[config.mk]
export PLATFORM = sky130hd
export DESIGN_NAME = ghost_mode_sequencer_flat
export DESIGN_NICKNAME = d
export VERILOG_FILES = /design/src/rtl/ghost_mode_sequencer_if.sv /design/src/rtl/ghost_mode_sequencer.sv /design/src/flat_wrapper.sv
export SDC_FILE = /design/constraint.sdc
export NUM_CORES = 1
export LEC_CHECK = 0
export ABC_AREA = 1
export ABC_CLOCK_PERIOD_IN_PS = 3500
export BUFFER_PORTS_ARGS = -buffer_cell sky130_fd_sc_hd__buf_4
export CAP_MARGIN = 0
export CORE_ASPECT_RATIO = 0.7
export CORE_MARGIN = 5
export CORE_UTILIZATION = 37
export DETAILED_ROUTE_END_ITERATION = 10
export PLACE_DENSITY_LB_ADDON = 0.12
export SLEW_MARGIN = 5
export SYNTH_ARGS = -nofsm -noshare
export SYNTH_HDL_FRONTEND = slang
export SYNTH_SLANG_ARGS = --single-unit
[constraint.sdc]
create_clock -name clk -period 3.5 [get_ports clk]
set_clock_uncertainty 0.2 [all_clocks]
set_input_delay 0.7 -clock clk [delete_from_list [all_inputs] [get_ports clk]]
set_output_delay 0.7 -clock clk [all_outputs]
set_load 0.02 [all_outputs]
[src/rtl/ghost_mode_sequencer_if.sv]
// Bundles the sequencer's game-side inputs and the ghost-mode outputs.
// GHOST_MODE_REVERSE_EN adds the reverse_pulse output.
interface ghost_mode_sequencer_if;
  logic       vsync_enable;
  logic       pause;
  logic       stall;
  logic       power_pellet;
  logic       pacman_dead;
  logic       end_of_game;
  logic       chase;
  logic       scared_mode;
  logic       scared_mode_end;
  logic       scared_start;
  logic [2:0] phase_idx;
`ifdef GHOST_MODE_REVERSE_EN
  logic       reverse_pulse;

  modport master (
    output vsync_enable, pause, stall, power_pellet, pacman_dead, end_of_game,
    input  chase, scared_mode, scared_mode_end, scared_start, phase_idx, reverse_pulse
  );
  modport slave (
    input  vsync_enable, pause, stall, power_pellet, pacman_dead, end_of_game,
    output chase, scared_mode, scared_mode_end, scared_start, phase_idx, reverse_pulse
  );
`else
  modport master (
    output vsync_enable, pause, stall, power_pellet, pacman_dead, end_of_game,
    input  chase, scared_mode, scared_mode_end, scared_start, phase_idx
  );
  modport slave (
    input  vsync_enable, pause, stall, power_pellet, pacman_dead, end_of_game,
    output chase, scared_mode, scared_mode_end, scared_start, phase_idx
  );
`endif
endinterface

[src/rtl/ghost_mode_sequencer.sv]
// Global scatter/pursuit schedule and frightened timer shared by all four ghosts.
// Define GHOST_MODE_REVERSE_EN to drive reverse_pulse on phase changes and fright entry.
module ghost_mode_sequencer #(
  parameter int unsigned SCATTER_FRAMES    = 420,
  parameter int unsigned PURSUIT_FRAMES    = 1200,
  parameter int unsigned NUM_PHASES        = 8,
  parameter int unsigned SCARED_FRAMES     = 360,
  parameter int unsigned SCARED_END_FRAMES = 120,
  parameter int unsigned CNT_W             = 11
) (
  input logic                   clk,
  input logic                   reset,
  ghost_mode_sequencer_if.slave bus
);

  typedef enum logic [0:0] {StSched, StFright} state_e;

  localparam logic [CNT_W-1:0] ScatterLast = CNT_W'(SCATTER_FRAMES - 1);
  localparam logic [CNT_W-1:0] PursuitLast = CNT_W'(PURSUIT_FRAMES - 1);
  localparam logic [CNT_W-1:0] ScaredLast  = CNT_W'(SCARED_FRAMES - 1);
  localparam logic [CNT_W-1:0] EndFrom     = CNT_W'(SCARED_FRAMES - SCARED_END_FRAMES);
  localparam logic [2:0]       PhaseLast   = 3'(NUM_PHASES - 1);

  state_e           r_state,        w_state_nxt;
  logic [2:0]       r_phase_idx,    w_phase_idx_nxt;
  logic [CNT_W-1:0] r_phase_cnt,    w_phase_cnt_nxt;
  logic [CNT_W-1:0] r_fright_cnt,   w_fright_cnt_nxt;
  logic             r_scared_start, w_scared_start_nxt;
  logic             r_reverse,      w_reverse_nxt;

  logic             w_pause_en;
  logic             w_tick;
  logic             w_clear;
  logic [CNT_W-1:0] w_phase_last;

  assign w_pause_en   = bus.pause | bus.stall;
  assign w_tick       = bus.vsync_enable & ~w_pause_en;
  assign w_clear      = bus.pacman_dead | bus.end_of_game;
  assign w_phase_last = r_phase_idx[0] ? PursuitLast : ScatterLast;

  always_comb begin
    w_state_nxt        = r_state;
    w_phase_idx_nxt    = r_phase_idx;
    w_phase_cnt_nxt    = r_phase_cnt;
    w_fright_cnt_nxt   = r_fright_cnt;
    w_scared_start_nxt = 1'b0;
    w_reverse_nxt      = 1'b0;

    if (w_clear) begin
      w_state_nxt      = StSched;
      w_phase_idx_nxt  = '0;
      w_phase_cnt_nxt  = '0;
      w_fright_cnt_nxt = '0;
    end else if (bus.power_pellet && !w_pause_en) begin
      // Pellet restarts fright and swallows a coincident tick.
      w_state_nxt        = StFright;
      w_fright_cnt_nxt   = '0;
      w_scared_start_nxt = 1'b1;
      w_reverse_nxt      = 1'b1;
    end else if (w_tick) begin
      unique case (r_state)
        StSched: begin
          if (r_phase_idx != PhaseLast) begin
            if (r_phase_cnt == w_phase_last) begin
              w_phase_cnt_nxt = '0;
              w_phase_idx_nxt = r_phase_idx + 3'd1;
              w_reverse_nxt   = 1'b1;
            end else begin
              w_phase_cnt_nxt = r_phase_cnt + 1'b1;
            end
          end
        end
        StFright: begin
          if (r_fright_cnt == ScaredLast) begin
            w_state_nxt      = StSched;
            w_fright_cnt_nxt = '0;
          end else begin
            w_fright_cnt_nxt = r_fright_cnt + 1'b1;
          end
        end
        default: w_state_nxt = StSched;
      endcase
    end
  end

  always_ff @(posedge clk or posedge reset) begin
    if (reset) begin
      r_state        <= StSched;
      r_phase_idx    <= '0;
      r_phase_cnt    <= '0;
      r_fright_cnt   <= '0;
      r_scared_start <= 1'b0;
      r_reverse      <= 1'b0;
    end else begin
      r_state        <= w_state_nxt;
      r_phase_idx    <= w_phase_idx_nxt;
      r_phase_cnt    <= w_phase_cnt_nxt;
      r_fright_cnt   <= w_fright_cnt_nxt;
      r_scared_start <= w_scared_start_nxt;
      r_reverse      <= w_reverse_nxt;
    end
  end

  // The final phase is permanent pursuit even when its index is even.
  assign bus.chase           = ~r_phase_idx[0] & (r_phase_idx != PhaseLast);
  assign bus.scared_mode     = (r_state == StFright);
  assign bus.scared_mode_end = (r_state == StFright) & (r_fright_cnt >= EndFrom);
  assign bus.scared_start    = r_scared_start;
  assign bus.phase_idx       = r_phase_idx;

`ifdef GHOST_MODE_REVERSE_EN
  assign bus.reverse_pulse = r_reverse;
`else
  logic w_unused;
  assign w_unused = r_reverse;
`endif

endmodule

[src/flat_wrapper.sv]
// flat-port wrapper written by rule: the top's interface ports become plain ports
module ghost_mode_sequencer_flat 
#(
  parameter int unsigned SCATTER_FRAMES    = 420,
  parameter int unsigned PURSUIT_FRAMES    = 1200,
  parameter int unsigned NUM_PHASES        = 8,
  parameter int unsigned SCARED_FRAMES     = 360,
  parameter int unsigned SCARED_END_FRAMES = 120,
  parameter int unsigned CNT_W             = 11
)
  (clk, reset, bus_vsync_enable, bus_pause, bus_stall, bus_power_pellet, bus_pacman_dead, bus_end_of_game, bus_chase, bus_scared_mode, bus_scared_mode_end, bus_scared_start, bus_phase_idx);
  ghost_mode_sequencer_if bus_i ();
  input logic clk;
  input logic reset;
  input wire logic [$bits(bus_i.vsync_enable)-1:0] bus_vsync_enable;
  input wire logic [$bits(bus_i.pause)-1:0] bus_pause;
  input wire logic [$bits(bus_i.stall)-1:0] bus_stall;
  input wire logic [$bits(bus_i.power_pellet)-1:0] bus_power_pellet;
  input wire logic [$bits(bus_i.pacman_dead)-1:0] bus_pacman_dead;
  input wire logic [$bits(bus_i.end_of_game)-1:0] bus_end_of_game;
  output wire logic [$bits(bus_i.chase)-1:0] bus_chase;
  output wire logic [$bits(bus_i.scared_mode)-1:0] bus_scared_mode;
  output wire logic [$bits(bus_i.scared_mode_end)-1:0] bus_scared_mode_end;
  output wire logic [$bits(bus_i.scared_start)-1:0] bus_scared_start;
  output wire logic [$bits(bus_i.phase_idx)-1:0] bus_phase_idx;
  assign bus_i.vsync_enable = bus_vsync_enable;
  assign bus_i.pause = bus_pause;
  assign bus_i.stall = bus_stall;
  assign bus_i.power_pellet = bus_power_pellet;
  assign bus_i.pacman_dead = bus_pacman_dead;
  assign bus_i.end_of_game = bus_end_of_game;
  assign bus_chase = bus_i.chase;
  assign bus_scared_mode = bus_i.scared_mode;
  assign bus_scared_mode_end = bus_i.scared_mode_end;
  assign bus_scared_start = bus_i.scared_start;
  assign bus_phase_idx = bus_i.phase_idx;
  ghost_mode_sequencer #(.SCATTER_FRAMES(SCATTER_FRAMES), .PURSUIT_FRAMES(PURSUIT_FRAMES), .NUM_PHASES(NUM_PHASES), .SCARED_FRAMES(SCARED_FRAMES), .SCARED_END_FRAMES(SCARED_END_FRAMES), .CNT_W(CNT_W)) u_core (.clk(clk), .reset(reset), .bus(bus_i));
endmodule
==> implementation parameters, run 1 <==
Parameter                              Value

Outcome
  Result of the run ... completed

Power and ir drop
  Total power draw ... 584 µW
  Internal power ... 423 µW
  Max rail drop VDD ... 0.129 mV
  Switching share of total power ... 27.5%
  Proportion of power drawn by the clock network ... 32.0%
  Flop pwr share ... 55.5%
  NetSw ... 161 µW
  Proportion of power drawn by combinational gates ... 12.5%
  Static Leak ... 0.954 nW
  Pwr/cell area ... 296 nW/µm²

Routing
  DR pass1 iterations ... 4
  Routed wire length per instance ... 12.2 µm
  Count of vias placed by the detailed router ... 1573
  Number of remaining DRC errors ... 0
  Total Routed Length ... 4000 µm
  Number of antenna-violating nets in the routed design ... 0
  DRT iter0 DRCs ... 121
  Avg Vias per Cell ... 4.80

Worst setup path
  Delay of the slowest cell on the worst path ... 470 ps
  RR Endpoint ... u_core.r_phase_cnt[8]
  Worst setup path class ... register to primary output
  Required time of the critical path ... 2600 ps
  Cell Chain, Critical Path ... nand2_1 -> nor2_1 -> nor3_1 -> a21oi_1 -> buf_4
  R2R setup slack ... 1180 ps
  Critical-path top delay cell ... sky130_fd_sc_hd__dfrtp_1
  Critical path data arrival time ... 1550 ps
  Launch point of the worst reg-to-reg path ... u_core.bus.phase_idx[0]
  Startpoint types ... register
  Maximum fanout count along the critical path ... 6
  Element type at the critical path end ... primary output
  Worst r2r path cells ... 9

Yosys
  Syn avg cell area ... 6.93 µm²
  Dominant register cell in the synthesized netlist ... sky130_fd_sc_hd__dfrtp_1
  Library cells used by synthesis ... 23
  Ys async rst share ... 100%
  Number of enable-type register cells in the synthesized netlist ... 0
  Sequential area share after synthesis ... 38.1%
  Area fraction of the dominant cell type after synthesis ... 38.1%
  Post-synthesis instance total ... 256
  Combined area of all synthesized cells ... 1770 µm²
  Total of flip-flops plus latches after synthesis ... 27
  Cells taking the most area after synthesis ... sky130_fd_sc_hd__dfrtp_1, sky130_fd_sc_hd__nand2_1, sky130_fd_sc_hd__inv_1, sky130_fd_sc_hd__nor2_1, sky130_fd_sc_hd__nand3_1
  Syn_nets ... 269
  Warnings from Yosys ... 0
  Cell accounting for the most synthesized area ... sky130_fd_sc_hd__dfrtp_1

Timing
  Transition time at the pin with the least slew margin ... 674 ps
  Fin. Hold Viols ... 0
  Fin crit share ... 69.9%
  Number of max-slew violations in the final report ... 0
  Count of final setup violators ... 0
  Fmax achieved ... 409 MHz
  RSZ-0062 raised after global routing ... no
  Max transition margin ... 55.0%
  TNS Setup ... 0 ps
  Minimum clock period ... 2450 ps

Worst hold path
  Worst hold path type ... input pin to async pin

Run
  Reported max-cap violation count ... 0

Finish
  Synthesis-to-layout area growth ... 11.3%
  Number of cells in the finished layout apart from fillers ... 328
  Diode count ... 0
  Summed area of non-filler cells in the final layout ... 1970 µm²
  Layout net count ... 285
  Ratio of cells with drive above 1 in the final layout ... 15.5%

Clock tree
  Number of gates resized after CTS ... 0
  Clock tree from TritonCTS ... done
  Max clock buf depth ... 2
  Number of setup buffers added after CTS ... 0
  H-Tree Level Count ... 1
  Post-CTS Hold Fix Bufs ... 0
  Cell at the root of the clock tree ... sky130_fd_sc_hd__clkbuf_8
  Clock-pin slew on the worst setup and hold paths ... 100 ps
  Clock Sink Count ... 27
  CTS buffer count ... 3
  Clock insertion delay at the later pin of the skew report ... 280 ps

Placement
  Placed instance count ... 324
  Placer congestion estimate ... 0.810
  Area after detailed placement ... 1930 µm²
  Final HPWL from detailed placement ... 3020 µm
  Number of port buffers ... 14

Global routing
  Largest net degree at the start of global routing ... 28
  Total GRT Usage ... 13.7%
  Number of antenna violations at the first check in global routing ... 0
  Total grt overflow ... 0
  Wire length of the first global-routing pass ... 6730 µm
  Vias in the first global route ... 1358

Floorplan
  FP Rows ... 21
  Core ar. ... 4700 µm²
  Die outline area ... 6300 µm²
  Die width ... 92.8 µm
  # IOs ... 15
  Chip Height ... 67.9 µm
  Effective utilization at floorplan ... 37.7%
-- through the flow --
stage | utilization, % | hold WS (ps) | worst slack, ps
final | 42.0 | 271 | 1050
after global routing | 42.0 | 315 | 956
after CTS | 42.0 | 289 | 1090
after detailed placement | 40.9 | 326 | 1150
after global placement | 40.9 | 319 | 1200
after floorplan | - | 302 | 1400
-- placed cells by master (no fill, tap or decap) --
cell | netlist | layout
sky130_fd_sc_hd__a31oi_1 | 1 | 1
sky130_fd_sc_hd__nor2_4 | 4 | 4
sky130_fd_sc_hd__nand2_2 | 4 | 4
sky130_fd_sc_hd__nor3_2 | 3 | 3
sky130_fd_sc_hd__a21oi_1 | 4 | 4
sky130_fd_sc_hd__nand3_4 | 1 | 1
sky130_fd_sc_hd__nand2_1 | 79 | 79
sky130_fd_sc_hd__dfrtp_1 | 27 | 27
sky130_fd_sc_hd__xor2_1 | 1 | 1
sky130_fd_sc_hd__ha_1 | 5 | 5
sky130_fd_sc_hd__buf_4 | 0 | 15
sky130_fd_sc_hd__nand3_1 | 23 | 23
sky130_fd_sc_hd__nand4_1 | 8 | 8
sky130_fd_sc_hd__o21ai_0 | 6 | 6
sky130_fd_sc_hd__inv_2 | 6 | 6
sky130_fd_sc_hd__nor2_2 | 3 | 3
sky130_fd_sc_hd__nor3_1 | 4 | 4
sky130_fd_sc_hd__nand3b_1 | 2 | 2
sky130_fd_sc_hd__clkbuf_8 | 0 | 3
sky130_fd_sc_hd__inv_1 | 33 | 33
sky130_fd_sc_hd__o21ai_1 | 3 | 3
sky130_fd_sc_hd__clkinvlp_4 | 0 | 1
sky130_fd_sc_hd__nor2_1 | 33 | 33
sky130_fd_sc_hd__nand3_2 | 2 | 2
-- metal layers --
layer | global-route usage, % | routed length [µm]
met1 | 22.1 | 2300
met2 | 17.2 | 1470
met3 | 2.97 | 201
met4 | 4.20 | 31
met5 | 0 | 0
-- how the worst max path moves through the flow --
stage / to / depth (start not counted) / startpoint / slack (ps)
3_3_place_gp: u_core.r_phase_cnt[2] / 6 / bus_end_of_game / 1200
2_1_floorplan: bus_chase / 3 / u_core.bus.phase_idx[0] / 1400
6_report: bus_scared_mode_end / 5 / u_core.r_fright_cnt[4] / 1050
5_1_grt: bus_scared_mode_end / 5 / u_core.r_fright_cnt[4] / 960
4_1_cts: bus_scared_mode_end / 5 / u_core.r_fright_cnt[4] / 1090
3_5_place_dp: u_core.r_phase_cnt[2] / 6 / bus_end_of_game / 1150
-- flip-flops by register name, indices dropped and copies added (netlist names) --
register and count:
u_core.bus.scared_start 1, u_core.bus.phase_idx 3, u_core.bus.scared_mode 1, u_core.r_fright_cnt 11
u_core.r_phase_cnt 11
-- critical path, delay by kind of cell, from the launching register on --
kind	cells	cell delay [ps]
and+or+nand+nor	3	430
buffers and inverters	1	180
AOI/OAI and AO/OA	1	190
DFF	1	470
-- cells in the mapped netlist, types with 3 or more instances --
cell and count:
sky130_fd_sc_hd__a21oi_1 4, sky130_fd_sc_hd__dfrtp_1 27, sky130_fd_sc_hd__ha_1 5, sky130_fd_sc_hd__inv_1 33
sky130_fd_sc_hd__inv_2 6, sky130_fd_sc_hd__nand2_1 79, sky130_fd_sc_hd__nand2_2 4, sky130_fd_sc_hd__nand3_1 23
sky130_fd_sc_hd__nand4_1 8, sky130_fd_sc_hd__nor2_1 33, sky130_fd_sc_hd__nor2_2 3, sky130_fd_sc_hd__nor2_4 4
sky130_fd_sc_hd__nor3_1 4, sky130_fd_sc_hd__nor3_2 3, sky130_fd_sc_hd__o21ai_0 6, sky130_fd_sc_hd__o21ai_1 3
-- cell families (layout without fill, tap and decap cells) --
family          count (synthesis)  after routing  synth area share (%)
fa+ha+maj                       5              5                  3.53
compound gates                 14             14                  4.02
flops                          27             27                  38.1
buf+inv                        43             58                  10.1
simple gates                  166            166                  43.8
xor+xnor                        1              1                 0.494
-- final cells by class --
class	instances	area (µm²)
timing repair buffer	15	113
inverter	39	146
sequential	27	676
fill	469	2730
clock buffer	3	41.3
clock inverter	1	7.51
multi-input combinational	186	920
tap	57	71.3
-- power by group through the flow --
stage | Combinational, mW | Sequential (mW) | Clock [mW]
3_5_place_dp | 0.0742 | 0.330 | 0
5_1_grt | 0.0837 | 0.326 | 0.208
3_3_place_gp | 0.0746 | 0.330 | 0
6_report | 0.0733 | 0.324 | 0.187
2_1_floorplan | 0.0470 | 0.333 | 0
4_1_cts | 0.0745 | 0.324 | 0.197
Power figures use the tool's default switching activity.
==> inputs of run 2 (changes only) <==
--- a/config.mk
+++ b/config.mk
@@ -6,7 +6,7 @@
 export NUM_CORES = 1
 export LEC_CHECK = 0
 export ABC_AREA = 1
-export ABC_CLOCK_PERIOD_IN_PS = 3500
+export ABC_CLOCK_PERIOD_IN_PS = 2450
 export BUFFER_PORTS_ARGS = -buffer_cell sky130_fd_sc_hd__buf_4
 export CAP_MARGIN = 0
 export CORE_ASPECT_RATIO = 0.7
==> constraint.sdc (replaced) <==
create_clock -name clk -period 2.45 [get_ports clk]
set_clock_uncertainty 0.2 [all_clocks]
set_input_delay 0.49 -clock clk [delete_from_list [all_inputs] [get_ports clk]]
set_output_delay 0.49 -clock clk [all_outputs]
set_load 0.02 [all_outputs]
==> run 2 against run 1 <==
Wire length up 2.6%. Non-clock buffer count is 2 higher. First-iteration DRC count increased by 5.0%. Worst hold slack lost 200 ps. Final cell count increased by 0.61%. Global-route usage increased by 0.75 points. Final area up 0.57%.
==> implementation parameters, run 2 (synthesis results as in run 1) <==
Parameter                              Value

Placement
  Number of port buffers ... 14 (unchanged)
  Post-Place Setup Slack ... 451 ps (was 1150 ps)
  Area after detailed placement ... 1940 µm² (was 1930 µm²)
  Placer congestion estimate ... 0.791 (was 0.810)
  Final HPWL from detailed placement ... 3190 µm (was 3020 µm)
  Placed instance count ... 326 (was 324)

Worst setup path
  Worst r2r path cells ... 10 (was 9)
  Startpoint types ... register (unchanged)
  Launch point of the worst reg-to-reg path ... u_core.bus.phase_idx[0] (unchanged)
  Termination of the worst setup path ... bus_scared_mode_end (unchanged)
  Critical Path Start ... u_core.r_fright_cnt[4] (unchanged)
  R2R setup slack ... 420 ps (was 1180 ps)
  Maximum fanout count along the critical path ... 6 (unchanged)
  Critical path data arrival time ... 1490 ps (was 1550 ps)
  Element type at the critical path end ... primary output (unchanged)
  Worst setup path class ... register to primary output (unchanged)
  RR Endpoint ... u_core.r_phase_cnt[7] (was u_core.r_phase_cnt[8])
  Required time of the critical path ... 1760 ps (was 2600 ps)

Floorplan
  Chip Height ... 67.9 µm (unchanged)
  Die outline area ... 6300 µm² (unchanged)
  Core ar. ... 4700 µm² (unchanged)
  Die width ... 92.8 µm (unchanged)
  # IOs ... 15 (unchanged)
  Effective utilization at floorplan ... 37.7% (unchanged)
  FP Rows ... 21 (unchanged)

Timing
  Transition time at the pin with the least slew margin ... 361 ps (was 674 ps)
  WHS ... 68.1 ps (was 271 ps)
  Final worst-path setup slack ... 272 ps (was 1050 ps)
  Fin. Hold Viols ... 0 (unchanged)
  Max transition margin ... 76.0% (was 55.0%)
  Fmax achieved ... 459 MHz
  Fin crit share ... 88.9%
  TNS Setup ... 0 ps (unchanged)
  Number of max-slew violations in the final report ... 0 (unchanged)
  Count of final setup violators ... 0 (unchanged)
  Minimum clock period ... 2180 ps
  RSZ-0062 raised after global routing ... no (unchanged)

Finish
  Final cell utilization of the core ... 42.2% (was 42.0%)
  Synthesis-to-layout area growth ... 11.9% (was 11.3%)
  Layout net count ... 287 (was 285)
  Diode count ... 0 (unchanged)
  Number of cells in the finished layout apart from fillers ... 330 (was 328)
  Summed area of non-filler cells in the final layout ... 1990 µm² (was 1970 µm²)
  Ratio of cells with drive above 1 in the final layout ... 15.8% (was 15.5%)
  Commonest non-fill, non-tap cell in the layout ... sky130_fd_sc_hd__nand2_1 (unchanged)
  Highest-count cells in the layout ignoring fill and taps ... sky130_fd_sc_hd__nand2_1, sky130_fd_sc_hd__inv_1, sky130_fd_sc_hd__nor2_1, sky130_fd_sc_hd__dfrtp_1, sky130_fd_sc_hd__nand3_1 (unchanged)

Clock tree
  H-Tree Level Count ... 1 (unchanged)
  Clock-pin slew on the worst setup and hold paths ... 100 ps (about the same)
  Clock insertion delay at the later pin of the skew report ... 280 ps (about the same)
  Post-CTS Hold Fix Bufs ... 0 (unchanged)
  Number of gates resized after CTS ... 0 (unchanged)
  Cell at the root of the clock tree ... sky130_fd_sc_hd__clkbuf_8 (unchanged)
  CTS buffer count ... 3 (unchanged)
  Clock tree from TritonCTS ... done (unchanged)
  Number of setup buffers added after CTS ... 0 (unchanged)
  Max clock buf depth ... 2 (unchanged)
  Clock Sink Count ... 27 (unchanged)

Power and ir drop
  Pwr/cell area ... 420 nW/µm² (was 296 nW/µm²)
  Total power draw ... 834 µW (was 584 µW)
  Max rail drop VDD ... 0.201 mV (was 0.129 mV)
  Static Leak ... 0.965 nW (was 0.954 nW)

Run
  Reported max-cap violation count ... 0 (unchanged)

Global routing
  Vias in the first global route ... 1412 (was 1358)
  Wire length of the first global-routing pass ... 7090 µm (was 6730 µm)
  Total grt overflow ... 0 (unchanged)
  Number of antenna violations at the first check in global routing ... 0 (unchanged)
  Largest net degree at the start of global routing ... 28 (unchanged)
  Total GRT Usage ... 14.4% (was 13.7%)

Outcome
  Result of the run ... completed (unchanged)

Routing
  Total Routed Length ... 4110 µm (was 4000 µm)
  Number of remaining DRC errors ... 0 (unchanged)
  Count of vias placed by the detailed router ... 1576 (was 1573)
  Routed wire length per instance ... 12.4 µm (was 12.2 µm)
  DR pass1 iterations ... 5 (was 4)
  Number of antenna-violating nets in the routed design ... 0 (unchanged)
  DRT iter0 DRCs ... 127 (was 121)
  Avg Vias per Cell ... 4.78 (was 4.80)

Worst hold path
  Worst hold path type ... input pin to async pin (unchanged)
## run 2: cell types whose count changed in the layout (fill, tap and decap cells not counted), sizes merged
cell / before / now
clkbuf: 3 / 4
clkinvlp: 1 / 0
buf: 15 / 17
## run 2: worst min path at each step
stage | cells past startpoint | end | slack [ps] | from
2_1_floorplan | 2 | u_core.r_phase_cnt[9] | 300 | u_core.r_phase_cnt[9]
3_3_place_gp | 2 | u_core.bus.phase_idx[2] | 320 | u_core.bus.phase_idx[2]
3_5_place_dp | 2 | u_core.bus.phase_idx[2] | 320 | u_core.bus.phase_idx[2]
4_1_cts | 3 | u_core.r_fright_cnt[5] | 80 | reset
5_1_grt | 3 | u_core.bus.phase_idx[2] | 120 | reset
6_report | 3 | u_core.r_fright_cnt[5] | 70 | reset
## run 2: critical path, stage by stage, from the launching register on
cell	delay [ps]
sky130_fd_sc_hd__dfrtp_1	470
sky130_fd_sc_hd__nand2_1	150
sky130_fd_sc_hd__nor2_1	220
sky130_fd_sc_hd__nor3_1	70
sky130_fd_sc_hd__a21oi_1	140
sky130_fd_sc_hd__buf_4	160
## run 2: routing by layer
layer  share of wire (%)  track usage [%]  up-vias  routed length (µm)
met5                   0                0        -                   0
met4                0.19             3.29        0                   8
met3                 8.4             3.30        2                 343
met2                  34             18.2       57                1420
met1                  57             23.6      673                2340
li1                    -                -      844                   -
## run 2: cell type report
cell class,instances,area (µm²)
fill,482,2720
multi-input combinational,186,920
sequential,27,676
inverter,39,146
timing repair buffer,17,128
tap,57,71.3
clock buffer,4,45.0
## run 2: power by group
part           internal (mW)  total [mW]  switching (mW)  leakage [nW]
clock network          0.117       0.262           0.146        0.0228
registers              0.453       0.462         0.00975         0.375
logic                 0.0389       0.109          0.0700         0.567
==> inputs of run 3 (changes only) <==
--- a/config.mk
+++ b/config.mk
@@ -6,7 +6,7 @@
 export NUM_CORES = 1
 export LEC_CHECK = 0
 export ABC_AREA = 1
-export ABC_CLOCK_PERIOD_IN_PS = 2450
+export ABC_CLOCK_PERIOD_IN_PS = 2190
 export BUFFER_PORTS_ARGS = -buffer_cell sky130_fd_sc_hd__buf_4
 export CAP_MARGIN = 0
 export CORE_ASPECT_RATIO = 0.7
==> constraint.sdc (replaced) <==
create_clock -name clk -period 2.19 [get_ports clk]
set_clock_uncertainty 0.2 [all_clocks]
set_input_delay 0.438 -clock clk [delete_from_list [all_inputs] [get_ports clk]]
set_output_delay 0.438 -clock clk [all_outputs]
set_load 0.02 [all_outputs]
==> run 3 against run 2 <==
First-iteration DRC count up 5.5%. Core utilization increased by 0.16 points. Register-to-register slack got worse by 200 ps. Setup slack worse by 140 ps. Die area stayed put. Final cell count is the same.
==> implementation parameters, run 3 (synthesis results as in run 1) <==
Parameter                              Value

Outcome
  Result of the run ... completed (unchanged)

Timing
  Transition time at the pin with the least slew margin ... 367 ps (was 361 ps)
  TNS Setup ... 0 ps (unchanged)
  Count of final setup violators ... 0 (unchanged)
  Fin crit share ... 94.1%
  Fin. Hold Viols ... 0 (unchanged)
  Max transition margin ... 75.5% (was 76.0%)
  Final worst-path setup slack ... 129 ps (was 272 ps)
  Minimum clock period ... 2060 ps
  RSZ-0062 raised after global routing ... no (unchanged)
  Number of max-slew violations in the final report ... 0 (unchanged)
  Fmax achieved ... 485 MHz

Finish
  Ratio of cells with drive above 1 in the final layout ... 16.5% (was 15.8%)
  Layout net count ... 287 (unchanged)
  Synthesis-to-layout area growth ... 12.3% (was 11.9%)
  Diode count ... 0 (unchanged)
  Highest-count cells in the layout ignoring fill and taps ... sky130_fd_sc_hd__nand2_1, sky130_fd_sc_hd__inv_1, sky130_fd_sc_hd__nor2_1, sky130_fd_sc_hd__dfrtp_1, sky130_fd_sc_hd__nand3_1 (unchanged)
  Final cell utilization of the core ... 42.4% (was 42.2%)
  Commonest non-fill, non-tap cell in the layout ... sky130_fd_sc_hd__nand2_1 (unchanged)

Worst setup path
  Element type at the critical path end ... primary output (unchanged)
  Required time of the critical path ... 1550 ps (was 1760 ps)
  Critical Path Start ... u_core.bus.phase_idx[0] (was u_core.r_fright_cnt[4])
  Worst r2r path cells ... 10 (unchanged)
  Critical path data arrival time ... 1420 ps (was 1490 ps)
  Maximum fanout count along the critical path ... 7 (was 6)
  Worst setup path class ... register to primary output (unchanged)
  Startpoint types ... register (unchanged)
  Launch point of the worst reg-to-reg path ... u_core.bus.phase_idx[0] (unchanged)

Run
  Reported max-cap violation count ... 0 (unchanged)

Floorplan
  FP Rows ... 21 (unchanged)
  Effective utilization at floorplan ... 37.7% (unchanged)
  Die outline area ... 6300 µm² (unchanged)
  Die width ... 92.8 µm (unchanged)
  # IOs ... 15 (unchanged)
  Chip Height ... 67.9 µm (unchanged)
  Core ar. ... 4700 µm² (unchanged)

Power and ir drop
  Switching share of total power ... 27.3% (was 27.0%)
  Internal power ... 681 µW (was 608 µW)
  Pwr/cell area ... 470 nW/µm² (was 420 nW/µm²)
  Flop pwr share ... 55.2% (was 55.5%)
  Max rail drop VDD ... 0.213 mV (was 0.201 mV)
  Static Leak ... 0.965 nW (about the same)
  Proportion of power drawn by the clock network ... 31.7% (was 31.5%)
  Proportion of power drawn by combinational gates ... 13.1% (about the same)
  NetSw ... 256 µW (was 225 µW)

Placement
  Final HPWL from detailed placement ... 3210 µm (was 3190 µm)
  Post-Place Setup Slack ... 165 ps (was 451 ps)
  Placer congestion estimate ... 0.900 (was 0.791)
  Number of port buffers ... 14 (unchanged)

Routing
  Number of remaining DRC errors ... 0 (unchanged)
  Total Routed Length ... 4180 µm (was 4110 µm)
  Avg Vias per Cell ... 4.77 (was 4.78)
  DRT iter0 DRCs ... 134 (was 127)
  DR pass1 iterations ... 4 (was 5)
  Count of vias placed by the detailed router ... 1574 (was 1576)
  Number of antenna-violating nets in the routed design ... 0 (unchanged)
  Routed wire length per instance ... 12.7 µm (was 12.4 µm)

Global routing
  Total grt overflow ... 0 (unchanged)
  Total GRT Usage ... 14.5% (was 14.4%)
  Vias in the first global route ... 1408 (was 1412)
  Largest net degree at the start of global routing ... 28 (unchanged)
  Number of antenna violations at the first check in global routing ... 0 (unchanged)
  Wire length of the first global-routing pass ... 7090 µm (unchanged)

Clock tree
  CTS buffer count ... 3 (unchanged)
  Clock Sink Count ... 27 (unchanged)
  Number of setup buffers added after CTS ... 0 (unchanged)
  Cell at the root of the clock tree ... sky130_fd_sc_hd__clkbuf_8 (unchanged)
  Clock tree from TritonCTS ... done (unchanged)
  Max clock buf depth ... 2 (unchanged)
  H-Tree Level Count ... 1 (unchanged)
  Clock insertion delay at the later pin of the skew report ... 280 ps (about the same)
  Clock-pin slew on the worst setup and hold paths ... 100 ps (about the same)

Worst hold path
  Worst hold path type ... input pin to async pin (unchanged)
-- run 3: worst paths after layout --
kind / endpoint / slack [ps]
min in group clk: u_core.r_fright_cnt[9] / 240
min reg2reg: u_core.bus.phase_idx[1] / 330
max: bus_chase / 130
min: u_core.r_fright_cnt[10] / 3
max reg2reg: u_core.r_phase_cnt[7] / 220
max in group asynchronous: u_core.r_phase_cnt[4] / 1500
-- run 3: what timing repair did --
item | CTS | global route
setup endpoints to repair | 0 | 2
gates resized for setup | 0 | 3
hold buffers | 0 | 0
-- run 3: power by group through the flow --
| stage | sequential [mW] | combinational, mW | clock [mW] |
|---|---|---|---|
| 2_1_floorplan | 0.532 | 0.0751 | 0 |
| 3_3_place_gp | 0.527 | 0.125 | 0 |
| 3_5_place_dp | 0.527 | 0.124 | 0 |
| 4_1_cts | 0.518 | 0.125 | 0.313 |
| 5_1_grt | 0.519 | 0.139 | 0.331 |
| 6_report | 0.517 | 0.123 | 0.297 |
-- run 3: final cells by class --
class / count / area, µm²
Clock buffer: 4 / 45.0
Fill cell: 495 / 2710
Inverter: 39 / 146
Multi-Input combinational cell: 186 / 922
Sequential cell: 27 / 677
Tap cell: 57 / 71.3
Timing Repair Buffer: 17 / 131
-- run 3: worst max-delay path, cell delays in order (launching register included) --
cell and delay (ps):
sky130_fd_sc_hd__dfrtp_1 460, sky130_fd_sc_hd__ha_1 230, sky130_fd_sc_hd__ha_1 200, sky130_fd_sc_hd__nor2_1 100, sky130_fd_sc_hd__buf_4 150
-- run 3: per-layer routing --
layer | up-vias | routed length, µm | track usage, %
met1 | 697 | 2420 | 23.3
met2 | 38 | 1490 | 18.7
met4 | 0 | 24 | 3.29
met3 | 2 | 251 | 3.41
li1 | 837 | - | -
met5 | - | 0 | 0
-- run 3: metrics by stage --
stage                     total power, mW  cell area, µm²  std cells  hold slack [ps]
after floorplan                     0.607            1770        256              291
after global placement              0.652            1940        326              300
after detailed placement            0.651            1940        326              306
after CTS                           0.955            1990        330             20.8
after global routing                0.990            1990        330             34.8
final                               0.937            1990        330             2.78
